## config.mk

```make
export PLATFORM = sky130hd
export DESIGN_NAME = bbox_scan
export DESIGN_NICKNAME = d
export VERILOG_FILES = /design/src/rtl/bbox_pkg.sv /design/src/rtl/minmax_track.sv /design/src/rtl/bbox_scan.sv
export SDC_FILE = /design/constraint.sdc
export NUM_CORES = 1
export LEC_CHECK = 0
export CORE_MARGIN = 2
export CORE_UTILIZATION = 55
export CTS_CLUSTER_SIZE = 40
export DETAILED_ROUTE_END_ITERATION = 10
export PLACE_DENSITY_LB_ADDON = 0.08
export SLEW_MARGIN = 30
export SYNTH_ARGS = -nofsm -noshare
export SYNTH_HDL_FRONTEND = slang
export SYNTH_SLANG_ARGS = --single-unit
```

## constraint.sdc

```tcl
create_clock -name clk -period 2.8 [get_ports clk]
set_input_delay 0.28 -clock clk [delete_from_list [all_inputs] [get_ports clk]]
set_output_delay 0.28 -clock clk [all_outputs]
set_load 0.01 [all_outputs]
```

## src/rtl/bbox_pkg.sv

```systemverilog
// Shared types and helpers for the bounding-box scanner.
package bbox_pkg;

  typedef enum logic {IDLE, SCAN} state_t;

  // Generic box container; coordinates up to BOX_CW bits, narrower users zero-extend.
  localparam int BOX_CW = 16;

  typedef struct packed {
    logic [BOX_CW-1:0] min_x;
    logic [BOX_CW-1:0] max_x;
    logic [BOX_CW-1:0] min_y;
    logic [BOX_CW-1:0] max_y;
  } box_t;

  function automatic int cnt_width(input int w, input int h);
    return $clog2(w * h + 1);
  endfunction

endpackage

```

## src/rtl/minmax_track.sv

```systemverilog
// Single-axis min/max accumulator; init reloads sentinels, or seeds from val when en is also set.
module minmax_track #(
  parameter int           W        = 10,
  parameter logic [W-1:0] INIT_MIN = '1
) (
  input  logic         clk,
  input  logic         rst_n,
  input  logic         init,
  input  logic         en,
  input  logic [W-1:0] val,
  output logic [W-1:0] min,
  output logic [W-1:0] max
);

  always_ff @(posedge clk or negedge rst_n) begin
    if (!rst_n) begin
      min <= INIT_MIN;
      max <= '0;
    end else if (init) begin
      min <= en ? val : INIT_MIN;
      max <= en ? val : '0;
    end else if (en) begin
      // independent compares: a lone first hit moves both bounds
      if (val < min) min <= val;
      if (val > max) max <= val;
    end
  end

endmodule

```

## src/rtl/bbox_scan.sv

```systemverilog
// Per-frame bounding box of a binary mask, published one cycle after the last pixel.
// Optional ROI filtering enabled by defining BBOX_SCAN_ROI_EN.
module bbox_scan
  import bbox_pkg::*;
#(
  parameter int IMG_W   = 480,
  parameter int IMG_H   = 272,
  parameter int XW      = 10,
  parameter int YW      = 10,
  parameter int MIN_PIX = 16,
`ifdef BBOX_SCAN_ROI_EN
  parameter int ROI_X0  = 0,
  parameter int ROI_Y0  = 0,
  parameter int ROI_X1  = IMG_W - 1,
  parameter int ROI_Y1  = IMG_H - 1,
`endif
  localparam int CW     = cnt_width(IMG_W, IMG_H)
) (
  input  logic          clk,
  input  logic          rst_n,
  input  logic          frame_start,
  input  logic [XW-1:0] loc_x,
  input  logic [YW-1:0] loc_y,
  input  logic          thres_de,
  input  logic          thres_data,
  output logic [XW-1:0] box_lt_x,
  output logic [YW-1:0] box_lt_y,
  output logic [XW-1:0] box_rd_x,
  output logic [YW-1:0] box_rd_y,
  output logic [CW-1:0] box_pix_cnt,
  output logic          box_valid,
  output logic          frame_done,
  output logic          frame_abort
);

  localparam logic [XW-1:0] X_LAST = XW'(IMG_W - 1);
  localparam logic [YW-1:0] Y_LAST = YW'(IMG_H - 1);

  state_t        state, state_nxt;
  logic          fin;
  logic          scan, in_rng, in_roi, eof, abort, hit, init;
  logic [XW-1:0] min_x, max_x;
  logic [YW-1:0] min_y, max_y;
  logic [CW-1:0] cnt;

  assign scan   = (state == SCAN);
  assign in_rng = (loc_x <= X_LAST) && (loc_y <= Y_LAST);
`ifdef BBOX_SCAN_ROI_EN
  assign in_roi = in_rng &&
                  (loc_x >= XW'(ROI_X0)) && (loc_x <= XW'(ROI_X1)) &&
                  (loc_y >= YW'(ROI_Y0)) && (loc_y <= YW'(ROI_Y1));
`else
  assign in_roi = in_rng;
`endif
  assign eof   = scan && thres_de && (loc_x == X_LAST) && (loc_y == Y_LAST);
  assign abort = scan && frame_start && !eof;
  // a pixel sharing the cycle with an aborting frame_start belongs to the discarded frame
  assign hit   = scan && thres_de && thres_data && in_roi && !abort;
  // fin && scan: frame_start coincided with the previous end-of-frame, start fresh now
  assign init  = (!scan && frame_start) || abort || (fin && scan);

  always_ff @(posedge clk or negedge rst_n) begin
    if (!rst_n) state <= IDLE;
    else        state <= state_nxt;
  end

  always_comb begin
    state_nxt = state;
    case (state)
      IDLE:    if (frame_start) state_nxt = SCAN;
      SCAN:    if (eof) state_nxt = frame_start ? SCAN : IDLE;
      default: state_nxt = IDLE;
    endcase
  end

  minmax_track #(.W(XW), .INIT_MIN(X_LAST)) u_trk_x (
    .clk(clk), .rst_n(rst_n), .init(init), .en(hit), .val(loc_x), .min(min_x), .max(max_x)
  );

  minmax_track #(.W(YW), .INIT_MIN(Y_LAST)) u_trk_y (
    .clk(clk), .rst_n(rst_n), .init(init), .en(hit), .val(loc_y), .min(min_y), .max(max_y)
  );

  always_ff @(posedge clk or negedge rst_n) begin
    if (!rst_n)                 cnt <= '0;
    else if (init)              cnt <= hit ? CW'(1) : '0;
    else if (hit && cnt != '1)  cnt <= cnt + CW'(1);
  end

  always_ff @(posedge clk or negedge rst_n) begin
    if (!rst_n) begin
      fin         <= 1'b0;
      frame_done  <= 1'b0;
      frame_abort <= 1'b0;
      box_lt_x    <= '0;
      box_lt_y    <= '0;
      box_rd_x    <= '0;
      box_rd_y    <= '0;
      box_pix_cnt <= '0;
      box_valid   <= 1'b0;
    end else begin
      fin         <= eof;
      frame_done  <= fin;
      frame_abort <= abort;
      if (fin) begin
        box_lt_x    <= min_x;
        box_lt_y    <= min_y;
        box_rd_x    <= max_x;
        box_rd_y    <= max_y;
        box_pix_cnt <= cnt;
        box_valid   <= (cnt >= CW'(MIN_PIX));
      end
    end
  end

endmodule

```

; Word-level counts from Yosys, hierarchy flattened
; Cells that the tools add are included.
[word_totals]
reg_bits = 119
input_bits = 25
output_inout_bits = 60
wordCells = 76
[op_classes]
addsub = 1
n_lt_le_gt_ge = 7
n_eq_ne = 3
muxes = 22
n_bitwise = 1
n_reduce_logical = 27
[ops]
columns = op, n
row1 = 10-bit 2-to-1 mux, 16
row2 = 17-bit 2-to-1 mux, 2
row3 = "10-bit by 9-bit equality test with 1-bit output, second input constant", 2
row4 = 10-bit greater-than comparator, 2
row5 = "10-bit by 9-bit less-or-equal comparator with 1-bit output, second input constant", 2
row6 = 10-bit less-than comparator, 2
row7 = "17-bit by 1-bit adder with 17-bit output, second input constant", 1
row8 = "17-bit by 5-bit greater-or-equal comparator with 1-bit output, second input constant", 1
row9 = "17-bit != test, second input constant", 1
row10 = 1-bit logical AND, 12
row11 = 2-bit nonzero test, 6
row12 = 2-bit AND reduction, 4
row13 = 1-bit zero test, 3
row14 = 1-bit 2-to-1 mux, 3
row15 = 1-bit logical OR, 2
row16 = 1-bit one-hot mux with 2 select lines, 1
row17 = 1-bit inverter, 1

; Longest topological paths before layout
[depth]
word_depth = 10
ltp_mapped = 10
mapped_depth_nobuf = 9

; Modules after synthesis
; A second synthesis with hierarchy kept.
[hier_totals]
cells_unflattened = 558
hier_area_um2 = 6251.0
[by_module_without_submodules]
columns = mod, instances, cells_each, area_per_inst_um2, seq_area_each_um2
row1 = bbox_scan, 1, 264, 3389.5, 1976.9
row2 = minmax_track at u_trk_x, 1, 141, 1436.4, 510.5
row3 = minmax_track at u_trk_y, 1, 153, 1425.1, 506.7

; Worst setup path before layout
; Ideal clock, no wire load.
[synth_timing]
path_type = register -> register
start = reg cnt[7]
end = reg cnt[12]
setup_ps = 78
arrival_time_ps = 2269
required_time_ps = 2722
path_slack_ps = 454
path_stages_with_launch = 10
n_path_buf = 0
synth_period_minus_slack_ps = 2346
path_cell_list = dfrtp_1 > and4_1 > and3_1 > and3_1 > and3_1 > ha_1 > nor3_2 > nand2_1 > or3_1 > a21oi_1
[synth_between]
elab_chain_cells = 3
elab_cells_between_ends = 6
classes_between = add/sub (1) / eq/ne (1) / mux (2) / reduce/logical (2)
[synth_lines]
columns = element, line_no
row1 = start: declaration, bbox_scan.sv:44  ; logic [CW-1:0] cnt;
row2 = start signal: assignment, bbox_scan.sv:86  ; else if (init) cnt <= hit ? CW'(1) : '0;
row3 = start signal: assignment, bbox_scan.sv:87  ; else if (hit && cnt != '1) cnt <= cnt + CW'(1);
row4 = 17-bit by 1-bit adder with 17-bit output / 17-bit != test (equally long branches), bbox_scan.sv:87
row5 = 17-bit 2-to-1 mux / 1-bit logical AND (equally long branches), bbox_scan.sv:87
row6 = 17-bit 2-to-1 mux / 2-bit nonzero test (equally long branches), --
; Several ways; a longest one is shown, not always the timed one. The select of a mux whose other input is x is not followed.
; A chain may end at the register's enable or synchronous reset.

; Worst setup path in the final report
[layout_timing]
start = reg cnt[8]
end = reg cnt[14]
; The elaborated chain is that of the path after synthesis.

==> results.json <==
{
  "holdWs_ns": 0.327,
  "synth_area_mm2": 0.00596,
  "synthArstFlopShare": 1.00,
  "grt.overflow.total": 0,
  "floorplan.initialDensity": 0.557,
  "postSynthAreaPerCell_um2": 11.5,
  "slew_headroom": 0.492,
  "ys_top_cells_by_count": "dfrtp_1, mux2_2, inv_1",
  "dr.pass1.iters": 5,
  "setup_viol": 0,
  "cp-end-kind": "flop",
  "tns_ns": 0,
  "final_nets": 701,
  "grt_antenna_before_repair": 0,
  "post-route-period-util": 0.927,
  "dpl_cell_area_mm2": 0.00713,
  "htreeDepth": 4,
  "drc": 0,
  "cpMostUsedCell": "and3_1",
  "drive_above_1_share": 0.245,
  "crit_chain": "and4_1 > and3_1 > and3_1 > and3_1 > ha_1 > nor3_2 > nand2_1 > or3_1 > a21oi_1",
  "cp_max_fo": 6,
  "ir_drop_mv": 0.406,
  "cp.arrival_ns": 3.04,
  "fillers": 764,
  "power_mw": 4.38,
  "ios": 85,
  "cts_resized": 0,
  "grt_max_degree": 61,
  "diodes": 0,
  "cap_violations": 0,
  "grt_pass1_vias": 4516,
  "die_width_um": 108,
  "wl_per_cell_um": 17.0,
  "fin_skew_ns": 0.0107,
  "status": "complete, no violations",
  "yosysMostFrequentCell": "dfrtp_1",
  "hold_class": "in -> async",
  "fin_area_mm2": 0.00775,
  "p_leak_nw": 3.76,
  "fmax_mhz": 385,
  "vias": 4363,
  "vias_per_cell": 5.54,
  "wirelength_mm": 13.4,
  "synth_edf_count": 0,
  "die_h_um": 108,
  "clock_latency_ns": 0.52,
  "hpwl_mm": 9.41,
  "postSynthCellCount": 520,
  "die_area_mm2": 0.0117,
  "cts_hold_buf": 1,
  "port_buffers": 84,
  "cts_tree": "yes",
  "ys_ff_latch": 119,
  "slowest_stage": "dfrtp_1",
  "routabilityCongestion": 0.952,
  "clk_pin_slew_ns": 0.06,
  "cellPowerDensity_mw_per_mm2": 565,
  "synth_area_leaders": "dfrtp_1, mux2_2, ha_1",
  "worstSetupStartpointType": "flop",
  "cts_made_buffers": 17,
  "tightest_slew_ns": 0.762,
  "grt_pass1_wl_mm": 22.6,
  "gr-usage-all-layers": 0.253,
  "cts.sinks": 119,
  "clockBufferDepth": 2,
  "drt_iter0_markers": 249,
  "yosysTopAreaCellShare": 0.445,
  "postCtsSetupBuffers": 0,
  "post-synth-top-area-cell": "dfrtp_1",
  "cp.required_ns": 3.24,
  "ant_nets": 0,
  "synth_top_flop_cell": "dfrtp_1",
  "synth-seq-area-share": 0.502,
  "synth_cell_type_count": 52,
  "syn_to_final_growth_pct": 29.9,
  "worstSetupPathType": "reg -> reg",
  "fin_crit_ns": 2.60,
  "max_stage_delay_ns": 0.46,
  "rows": 38,
  "syn-num-nets": 586,
  "cts-root-buf": "clkbuf_8",
  "final_hold_viol_count": 0,
  "yosys_warnings": 0,
  "core_mm2": 0.0107,
  "rsz0062_at_grt": "false",
  "drv_slew": 0
}
==> worst max-delay path, delay by kind of cell, from the launching register on <==
family	cells	cell delay [ns]
AOI/OAI and AO/OA	1	0.18
and+or+nand+nor	7	1.68
DFF	1	0.46
adders and majority gates	1	0.20
==> registers in the layout, summed over array words and instances (netlist names) <==
register and count:
cnt 17, u_trk_x.max 10, u_trk_y.max 10, box_lt_x 10
fin 1, box_lt_y 10, scan 1, box_pix_cnt 17
box_valid 1, u_trk_x.min 10, box_rd_y 10, box_rd_x 10
u_trk_y.min 10, frame_abort 1, frame_done 1
==> cell usage in the layout, fill, tap and decap left out, types with 4 or more instances in the layout <==
master | synthesis | layout
and3_1 | 12 | 12
a21o_1 | 4 | 4
bufinv_16 | 0 | 4
inv_1 | 58 | 58
nand2_1 | 28 | 28
ha_1 | 41 | 41
nand4_1 | 14 | 14
and2_1 | 9 | 9
dfrtp_1 | 106 | 105
nand3_1 | 13 | 13
mux2_4 | 5 | 5
o21ai_0 | 18 | 18
xor2_1 | 11 | 11
a31oi_1 | 12 | 12
mux2_2 | 64 | 64
a21oi_1 | 18 | 18
dfstp_2 | 13 | 13
buf_4 | 0 | 29
o211ai_1 | 5 | 5
clkbuf_16 | 0 | 16
nor2_1 | 21 | 21
mux2i_1 | 10 | 10
clkdlybuf4s50_1 | 0 | 83
==> layout make-up <==
cell class              count  area [um^2]  share of cell area
clock buffers              20          435              0.0562
clock inverters            12          175              0.0226
inverters                  58          218              0.0281
multi-input cells         324         2650               0.342
flip-flops and latches    119         3000               0.387
well taps                 140          175              0.0226
repair buffers            115         1100               0.142
==> per-stage QoR <==
step / setup WS [ns] / utilization / cells
CTS: 0.200 / 0.724 / 788
global route: 0.0204 / 0.724 / 788
finish: 0.203 / 0.724 / 788
detailed placement: 0.0438 / 0.666 / 755
global placement: 0.0991 / 0.666 / 755
floorplan: 0.454 / - / 520
==> cell families after synthesis <==
kind of cell | count (synthesis) | share of synthesized area
flip-flops | 119 | 0.502
AND/OR/NAND/NOR | 118 | 0.109
multiplexers | 79 | 0.150
buffers and inverters | 77 | 0.0537
AO/OA/AOI/OAI | 74 | 0.0810
adder cells (fa/ha/maj) | 41 | 0.0860
XOR/XNOR | 12 | 0.0176
==> per-layer routing <==
metal / global-route usage / up-vias / part of all wire
met5: 0 / - / 0
met4: 0.109 / 0 / 0.026
met3: 0.0530 / 23 / 0.044
met2: 0.396 / 132 / 0.48
met1: 0.342 / 2152 / 0.45
li1: - / 2056 / -
==> final timing paths <==
| path | slack, ns | to | depth (start not counted) | start |
|---|---|---|---|---|
| worst max-delay path | 0.20 | cnt[14] | 9 | cnt[8] |
| worst min-delay path | 0.33 | box_rd_y[6] | 2 | rst_n |
| worst max register to register | 0.20 | cnt[14] | 9 | cnt[8] |
| worst min register to register | 0.50 | box_rd_y[2] | 1 | box_rd_y[2] |
| max in group asynchronous | 1.71 | box_pix_cnt[15] | 3 | rst_n |
| min in group clk | 0.45 | u_trk_x.min[1] | 3 | loc_x[1] |
==> where the power goes <==
group	switching, mW	total, mW	internal (mW)	leakage (nW)
Sequential	0.0231	1.78	1.76	1.60
Combinational	0.201	0.355	0.154	1.87
Clock	0.772	2.24	1.47	0.291
Power figures use the tool's default switching activity.
